$ cat config.mk
export PLATFORM = sky130hd
export DESIGN_NAME = uart_frame_deserializer
export DESIGN_NICKNAME = d
export VERILOG_FILES = /design/src/rtl/uart_frame_deserializer.sv
export SDC_FILE = /design/constraint.sdc
export NUM_CORES = 1
export LEC_CHECK = 0
export ABC_AREA = 1
export ABC_CLOCK_PERIOD_IN_PS = 2000
export CAP_MARGIN = 0
export CORE_MARGIN = 1
export CORE_UTILIZATION = 50
export CTS_CLUSTER_DIAMETER = 50
export CTS_CLUSTER_SIZE = 25
export DETAILED_ROUTE_END_ITERATION = 10
export GPL_ROUTABILITY_DRIVEN = 0
export PLACE_DENSITY = 0.75
export REMOVE_ABC_BUFFERS = 1
export SYNTH_ARGS = -nofsm -noshare
export SYNTH_HDL_FRONTEND = slang
export SYNTH_SLANG_ARGS = --single-unit
export TNS_END_PERCENT = 30
$ cat constraint.sdc
create_clock -name CLK -period 2 [get_ports CLK]
set_input_delay 0.3 -clock CLK [delete_from_list [all_inputs] [get_ports CLK]]
set_output_delay 0.3 -clock CLK [all_outputs]
set_load 0.005 [all_outputs]
$ cat src/rtl/uart_frame_deserializer.sv
// uart_frame_deserializer
// Receive-side UART frame deserializer. Consumes one pre-sampled bit per
// sample_valid strobe and walks start / data / [parity] / stop fields.
// Delivers P_DATA with a one-cycle data_valid pulse on a clean frame, or
// par_err / stp_err pulses on a bad one (P_DATA is then left untouched).
// Optional feature macro: DESER_PARITY_EN (adds the PARITY field/state).
module uart_frame_deserializer #(
    parameter int DATA_WIDTH = 8,   // 5..9
    parameter int MSB_FIRST  = 0,   // 1: first data bit lands in the MSB
    parameter int STOP_BITS  = 1    // 1..2
) (
    input  logic                  CLK,
    input  logic                  RST,
    input  logic                  sample_valid,
    input  logic                  sampled_bit,
    input  logic                  par_typ,
    input  logic                  abort,
    output logic [DATA_WIDTH-1:0] P_DATA,
    output logic                  data_valid,
    output logic                  par_err,
    output logic                  stp_err,
    output logic                  busy
);

    localparam int              IDXW      = $clog2(DATA_WIDTH + 1);
    localparam logic [IDXW-1:0] LAST_IDX  = IDXW'(DATA_WIDTH - 1);
    localparam logic [1:0]      LAST_STOP = 2'(STOP_BITS - 1);

    typedef enum logic [1:0] {
        IDLE   = 2'd0,
        DATA   = 2'd1,
        STOP   = 2'd2
`ifdef DESER_PARITY_EN
        ,
        PARITY = 2'd3
`endif
    } state_t;

    state_t                  state_q, state_d;
    logic [IDXW-1:0]         bit_idx_q;
    logic [1:0]              stop_idx_q;
    logic [DATA_WIDTH-1:0]   shift_q;
    logic                    stop_fail_q;
    logic [DATA_WIDTH-1:0]   pdata_q;
    logic                    dv_q, se_q;
    logic                    frame_done, stop_bad, par_bad;
    logic                    dv_d, se_d;

`ifdef DESER_PARITY_EN
    logic                    acc_q, ptyp_q, par_fail_q, pe_q, pe_d;
`else
    logic                    unused_par_typ;
    assign unused_par_typ = par_typ;
`endif

    // State register
    always_ff @(posedge CLK or posedge RST) begin
        if (RST) state_q <= IDLE;
        else     state_q <= state_d;
    end

    // Next-state logic; abort wins over a coincident strobe
    always_comb begin
        state_d = state_q;
        if (abort) begin
            state_d = IDLE;
        end else if (sample_valid) begin
            case (state_q)
                IDLE: if (!sampled_bit) state_d = DATA;
`ifdef DESER_PARITY_EN
                DATA:   if (bit_idx_q == LAST_IDX) state_d = PARITY;
                PARITY: state_d = STOP;
`else
                DATA:   if (bit_idx_q == LAST_IDX) state_d = STOP;
`endif
                STOP: if (stop_idx_q == LAST_STOP) state_d = IDLE;
                default: state_d = IDLE;
            endcase
        end
    end

    // Completion decode: the strobe carrying the last stop bit closes the frame
    always_comb begin
        frame_done = !abort && sample_valid && (state_q == STOP) &&
                     (stop_idx_q == LAST_STOP);
        stop_bad   = stop_fail_q | ~sampled_bit;
`ifdef DESER_PARITY_EN
        par_bad    = par_fail_q;
        pe_d       = frame_done & par_bad;
`else
        par_bad    = 1'b0;
`endif
        dv_d       = frame_done & ~stop_bad & ~par_bad;
        se_d       = frame_done & stop_bad;
    end

    // Datapath: shift register, counters, error flags and registered outputs
    always_ff @(posedge CLK or posedge RST) begin
        if (RST) begin
            bit_idx_q   <= '0;
            stop_idx_q  <= '0;
            shift_q     <= '0;
            stop_fail_q <= 1'b0;
            pdata_q     <= '0;
            dv_q        <= 1'b0;
            se_q        <= 1'b0;
`ifdef DESER_PARITY_EN
            acc_q       <= 1'b0;
            ptyp_q      <= 1'b0;
            par_fail_q  <= 1'b0;
            pe_q        <= 1'b0;
`endif
        end else begin
            dv_q <= dv_d;
            se_q <= se_d;
`ifdef DESER_PARITY_EN
            pe_q <= pe_d;
`endif
            if (dv_d) pdata_q <= shift_q;

            if (abort) begin
                bit_idx_q   <= '0;
                stop_idx_q  <= '0;
                stop_fail_q <= 1'b0;
`ifdef DESER_PARITY_EN
                acc_q       <= 1'b0;
                par_fail_q  <= 1'b0;
`endif
            end else if (sample_valid) begin
                case (state_q)
                    IDLE: if (!sampled_bit) begin
                        bit_idx_q   <= '0;
                        stop_idx_q  <= '0;
                        stop_fail_q <= 1'b0;
`ifdef DESER_PARITY_EN
                        acc_q       <= 1'b0;
                        ptyp_q      <= par_typ;
                        par_fail_q  <= 1'b0;
`endif
                    end
                    DATA: begin
                        if (MSB_FIRST != 0)
                            shift_q <= {shift_q[DATA_WIDTH-2:0], sampled_bit};
                        else
                            shift_q <= {sampled_bit, shift_q[DATA_WIDTH-1:1]};
                        bit_idx_q <= bit_idx_q + IDXW'(1);
`ifdef DESER_PARITY_EN
                        acc_q     <= acc_q ^ sampled_bit;
`endif
                    end
`ifdef DESER_PARITY_EN
                    PARITY: par_fail_q <= sampled_bit ^ acc_q ^ ptyp_q;
`endif
                    STOP: begin
                        stop_fail_q <= stop_bad;
                        stop_idx_q  <= frame_done ? 2'd0 : stop_idx_q + 2'd1;
                    end
                    default: ;
                endcase
            end
        end
    end

    assign P_DATA     = pdata_q;
    assign data_valid = dv_q;
    assign stp_err    = se_q;
    assign busy       = (state_q != IDLE);
`ifdef DESER_PARITY_EN
    assign par_err    = pe_q;
`else
    assign par_err    = 1'b0;
`endif

endmodule

Word level (Yosys, flattened, before mapping). Cells that the tools add are included.

Muxes and demuxes: 19. Divide/modulo/power cells: 0. Add/sub/neg operators: 2. Multiply operators: 0. Equality and inequality tests: 6. Order comparisons: 0. Shift operators: 0. Reductions and logical operators: 14. Bitwise gates (word level): 6.

Operator list (count): 2-bit two-way mux (9); 4-bit two-way mux (3); 3-bit AND reduction (3); 4-bit one-hot mux with 2 select lines (1); 3-bit inequality test, second input constant (2); 2-bit one-hot mux with 3 select lines (1); 3-bit nonzero test (2); 4-bit by 1-bit adder with 4-bit output, second input constant (1); 4-bit by 3-bit equality test with 1-bit output, second input constant (1); 2-bit zero test (2); 2-bit one-hot mux with 2 select lines (1); 4-bit AND reduction (1); 2-bit nonzero test (2); 1-bit logical AND (3); 1-bit two-way mux (3); 3-bit by 2-bit inequality test with 1-bit output, second input constant (1); 1-bit NOT (3); 2-bit by 1-bit adder with 2-bit output, second input constant (1); 1-bit bitwise AND (2); 2-bit by 1-bit equality test with 1-bit output, second input constant (1); 2-bit equality test, second input constant (1); 1-bit one-hot mux with 2 select lines (1); 1-bit zero test (1); 1-bit bitwise OR (1).

RAM bits: 0. ROM bits: 0. Word-level logic and storage cells: 55. Latch bits: 0. Flip-flop bits (word level): 27. Memories: 0.

Depth between registers and ports, before layout. Gate-level depths: netlist (run 1).

Word-level depth: 8. Mapped depth: 8.

Worst setup path after synthesis (run 1). Ideal clock, no wire load.

Path type: reg-to-reg. From: register stop_idx_q[0]. To: register pdata_q[2] (netlist: P_DATA[2]). Buffers on the path: 1. Period minus slack after synthesis: 1.237 ns. Setup slack: 0.763 ns. Required time: 1.882 ns. Cell stages (with the launch flop): 9. Arrival: 1.119 ns. Setup time: 0.118 ns. Cell sequence: dfrtp_1 -> inv_1 -> ha_1 -> nand2_1 -> nor2_2 -> nand2_2 -> buf_6 -> nand2_1 -> o21ai_2.

Longest elaborated chain between the ends: 3.

Ends and longest elaborated chain: start: declaration (RTL line 41) `logic [1:0] stop_idx_q;`; start signal: assignment (RTL line 156) `stop_idx_q <= frame_done ? 2'd0 : stop_idx_q + 2'd1;`; 2-bit zero test (RTL line 85) `(stop_idx_q == LAST_STOP);`; 1-bit logical AND (RTL line 84) `frame_done = !abort && sample_valid && (state_q == STOP) &&`; 1-bit bitwise AND (RTL line 93) `dv_d = frame_done & ~stop_bad & ~par_bad;`; end signal: assignment (RTL line 119) `if (dv_d) pdata_q <= shift_q;`; end: declaration (RTL line 44) `logic [DATA_WIDTH-1:0] pdata_q;`.

Every way passes these cells. A chain may end at the register's enable or synchronous reset.

Worst setup path after layout (run 1).
From: register state_q[0]. To: output port busy.

Longest elaborated chain between the ends: 1.

Ends and longest elaborated chain: start: declaration (RTL line 39) `state_t state_q, state_d;`; start signal: assignment (RTL line 59) `else state_q <= state_d;`; 2-bit nonzero test (RTL line 167) `assign busy = (state_q != IDLE);`; end: declaration (RTL line 22) `output logic busy`.

Every way passes these cells.

==> reports/metrics.csv, run 1 <==
metric,value,unit
synth_cell_types,22,
reg2reg_from,stop_idx_q[0],
fp.coreArea,0.00245,mm2
synth_cells,140,
setup_slack,134,ps
finalCritPeriodShare,0.933,
cts_setup_buffers,0,
cap_violations,0,
critPathLaunch,state_q[0],
cts-resized-gates,0,
portBuffers,15,
fmax,536,MHz
period_needed,1870,ps
ys_seq_area_frac,0.521,
worstSkewPairLatency,310,ps
peakVddDrop,0.645,mV
row_count,18,
h-tree-depth,1,
cts_root_buf,clkbuf_4,
wl,2.03,mm
critPathKind,reg -> out,
cts_tree,yes,
clockBufferDepth,2,
total_power,1450,uW
syn_area_per_cell,9.26,um2
status,"finished, final reports clean",
detail_route.iter0.violations,17,
arrival,1570,ps
ff2ff_setup_slack,560,ps
grtUsageTotal,0.173,
num_vias,938,
required,1700,ps
cts.clk_slew.worst_paths,130,ps
drc,0,
reg2reg_to,P_DATA[3],
cts_buffers,3,
finalSetupTns,0,ps
powerDensity,978,mW/mm2
grt_pass1_vias,876,
r2r_cells,7,
routed_via_density,5.02,
critPathCaptureType,output pin,
synth_area,0.00130,mm2
synth_seq_cells,27,
overflow,0,
dieArea,0.00280,mm2
ant_nets,0,
cts_hold_buf,0,
die_h,52.9,um
detail_route.wl_per_cell,10.8,um
slew_violations,0,
final-setup-viol-count,0,
fin_skew,2.10,ps
rsz0062_at_grt,no,
drive_above_1_share,0.204,
grt_max_degree,28,
syn_to_final_growth,14.8,%
grt_antenna_before_repair,0,
final_nets,166,
finalHoldViolCount,0,
die_width,52.9,um
place_ws,183,ps
hp-class,in -> async,
antenna_cells,0,
fin_hold_ws,331,ps
clock_sinks,27,
fin_util,0.606,
yosysWarnings,0,
dr.pass1.iters,4,
endpoint,busy,
start_util,0.528,
grt_first_pass_wirelength,3.53,mm
setup.worst_path.start_class,flip-flop,
ios,18,
path_max_fanout,6,
p_leak,0.000712,uW
dp_hpwl,1.49,mm
## synth_stat cells, drive strengths merged
cell type / number / area (um2)
nand4: 4 / 25.0
inv: 17 / 63.8
or2: 3 / 18.8
nand3: 7 / 35.0
conb: 1 / 3.75
a21oi: 2 / 21.3
nand2: 44 / 180
nor2: 9 / 53.8
o21ai: 20 / 156
nand3b: 1 / 7.51
ha: 2 / 25.0
dfrtp: 27 / 676
buf: 3 / 30.0
## registers in the layout (all words and copies together) (netlist names)
register and count:
data_valid 1, stp_err 1, shift_q 8, bit_idx_q 4, stop_fail_q 1, stop_idx_q 2
P_DATA 8, state_q 2
## routing by layer
metal | GRT usage | up-vias | wire length, um
met2 | 0.295 | 14 | 978
met1 | 0.219 | 444 | 984
met3 | 0.0259 | 2 | 49
met4 | 0.0658 | 0 | 15
li1 | - | 478 | -
met5 | 0 | - | 0
## stage by stage
| stage | instances | area (um2) |
|---|---|---|
| 3_5_place_dp | 183 | 1460 |
| 4_1_cts | 187 | 1490 |
| 2_1_floorplan | 137 | 1270 |
| 6_report | 187 | 1490 |
| 3_3_place_gp | 183 | 1460 |
| 5_1_grt | 187 | 1490 |
## logic make-up after synthesis
| group | share of synthesized area |
|---|---|
| adder cells (fa/ha/maj) | 0.0193 |
| buffers and inverters | 0.0724 |
| flip-flops | 0.521 |
| other | 0.00289 |
| AO/OA/AOI/OAI | 0.137 |
| AND/OR/NAND/NOR | 0.247 |
## critical path, stage by stage (launching register included)
cell,delay [ps]
dfrtp_1,490
nor2_2,240
inv_1,80
clkdlybuf4s50_1,450
## worst min path at each step
stage                 from           end  depth (start not counted)  slack, ps
4_1_cts                RST    shift_q[5]                          3        340
5_1_grt                RST  bit_idx_q[0]                          3        350
2_1_floorplan          RST     P_DATA[0]                          1        350
3_3_place_gp   stop_fail_q   stop_fail_q                          2        460
3_5_place_dp    shift_q[1]    shift_q[1]                          2        470
6_report               RST     P_DATA[6]                          3        330
## final cells by class
cell class                 instances  area, um2
clock buffer                       4       26.3
fill                             206        967
tap                               30       37.5
timing repair buffer              16        158
multi-input combinational         93        527
inverter                          17       63.8
sequential                        27        676
## layout by cell type (no fill, tap or decap)
master,count
nand3b_1,1
o21ai_1,2
clkbuf_1,1
nand3_1,7
nand2_1,40
buf_4,1
ha_1,2
clkbuf_4,3
inv_2,1
nor2_4,2
nand4_1,4
dfrtp_1,27
inv_1,16
conb_1,1
a21oi_4,1
or2_2,3
nand2_2,3
o21ai_0,3
nand2_4,1
o21ai_2,15
clkdlybuf4s50_1,15
nor2_1,5
nor2_2,2
a21oi_1,1
## report_power, final
| part | internal [uW] | switching, uW | total (uW) |
|---|---|---|---|
| Combinational | 207 | 276 | 482 |
| Clock | 77.8 | 147 | 224 |
| Sequential | 658 | 90.1 | 748 |
Power figures use the tool's default switching activity.
==> run 2, diff against run 1 <==
- CELL_PAD_IN_SITES_DETAIL_PLACEMENT: unset -> 1
- CELL_PAD_IN_SITES_GLOBAL_PLACEMENT: unset -> 2
- CORE_UTILIZATION: 50 -> 35
- PLACE_DENSITY: 0.75 -> 0.83
==> reports/metrics.csv, run 2 (synthesized netlist as in run 1, its figures left out) <==
metric,value,unit
status,"finished, final reports clean",
fin_hold_ws,385,ps
cts_buffers,3,
grtUsageTotal,0.135,
finalCritPeriodShare,0.913,
finalSetupTns,0,ps
finalHoldViolCount,0,
h-tree-depth,1,
critPathKind,reg -> out,
slowest_stage,dfrtp_1,
detail_route.wl_per_cell,11.7,um
worstSkewPairLatency,270,ps
powerDensity,1010,mW/mm2
slowest_delay,480,ps
routed_via_density,4.63,
cts.clk_slew.worst_paths,90,ps
cts_tree,yes,
cts-resized-gates,0,
path_delay_family,buffers and inverters,
overflow,0,
fp.coreArea,0.00344,mm2
fin_util,0.443,
drc,0,
clock_sinks,27,
ant_nets,0,
start_util,0.377,
most-common-layout-cells,"nand2_1, dfrtp_1, inv_1",
stdcell_area,0.00153,mm2
grt_antenna_before_repair,0,
arrival,1530,ps
rsz0062_at_grt,no,
required,1700,ps
grt_pass1_vias,964,
portBuffers,15,
fmax,547,MHz
antenna_cells,0,
dp_hpwl,1.76,mm
die_h,62.9,um
reg2reg_from,stop_idx_q[0],
r2r_cells,7,
clockBufferDepth,2,
cts_root_buf,clkbuf_8,
slew_violations,0,
crit_chain,nor2_2 -> inv_1 -> clkdlybuf4s50_1,
seqCellArea,676,um2
path_max_fanout,6,
dieArea,0.00395,mm2
final_common_cell,nand2_1,
dr.pass1.iters,4,
p_leak,0.000720,uW
nFillCells,416,
drive_above_1_share,0.204,
grt_first_pass_wirelength,4.26,mm
grt_max_degree,28,
reg2reg_to,P_DATA[7],
syn_to_final_growth,17.8,%
period_needed,1830,ps
setup.worst_path.start_class,flip-flop,
wl,2.37,mm
peakVddDrop,0.479,mV
ios,18,
num_vias,940,
ff2ff_setup_slack,560,ps
multi_input_area,527,um2
detail_route.iter0.violations,13,
critPathCaptureType,output pin,
final-setup-viol-count,0,
cap_violations,0,
row_count,21,
cts_setup_buffers,0,
dpl_cell_area,0.00148,mm2
path_buf_inv,2,
hp-class,in -> async,
fin_skew,6.49,ps
die_width,62.9,um
cts_hold_buf,0,
final_nets,166,
[run 2: cell types whose count changed in the layout (fill, tap and decap cells not counted)]
cell and change:
clkbuf_4 -3, clkbuf_8 +3
[run 2: worst register-to-register path, cell delays in order (launching register included)]
cell,delay (ps)
dfrtp_1,390
inv_1,80
ha_1,180
nand2_1,100
nor2_2,130
nand2_2,230
nand2_1,160
o21ai_2,60
[run 2: through the flow]
stage | power, uW | std cells | worst slack (ps)
6_report | 1540 | 203 | 173
2_1_floorplan | 1080 | 137 | 761
3_5_place_dp | 1260 | 199 | 206
4_1_cts | 1570 | 203 | 161
3_3_place_gp | 1240 | 199 | 221
5_1_grt | 1660 | 203 | 91.6
[run 2: final cells by class]
| class | instances | area share |
|---|---|---|
| inverter | 17 | 0.0418 |
| clock buffer | 4 | 0.0295 |
| tap | 46 | 0.0377 |
| multi-input combinational | 93 | 0.345 |
| sequential | 27 | 0.443 |
| timing repair buffer | 16 | 0.103 |
[run 2: worst max path at each step]
stage | cells after the start | from | slack (ps) | end
after CTS | 3 | state_q[0] | 160 | busy
final | 3 | state_q[0] | 170 | busy
after detailed placement | 7 | sampled_bit | 210 | P_DATA[7]
after global placement | 7 | abort | 220 | P_DATA[5]
after floorplan | 7 | stop_idx_q[0] | 760 | P_DATA[1]
after global routing | 3 | state_q[0] | 90 | busy
[run 2: metal layers]
metal  up-vias  global-route usage  part of all wire
met5         -                   0                 0
met4         0              0.0436            0.0063
met3         2              0.0164             0.022
met2         9               0.232              0.49
met1       452               0.175              0.48
li1        477                   -                 -
[run 2: power breakdown]
part	switching, uW	total (uW)	internal (uW)	leakage [uW]
sequential	94.3	753	658	0.000370
combinational	278	485	207	0.000327
clock	161	303	142	0.0000228
==> run 3, diff against run 2 <==
- HOLD_SLACK_MARGIN: unset -> 0.03
- MAX_ROUTING_LAYER: unset -> met4
- SKIP_LAST_GASP: unset -> 1
==> results of run 3 <==
Final layout, timing and power as in run 2 (identical DEF).
Among the figures that moved: overall routing resource usage 0.135 -> 0.139
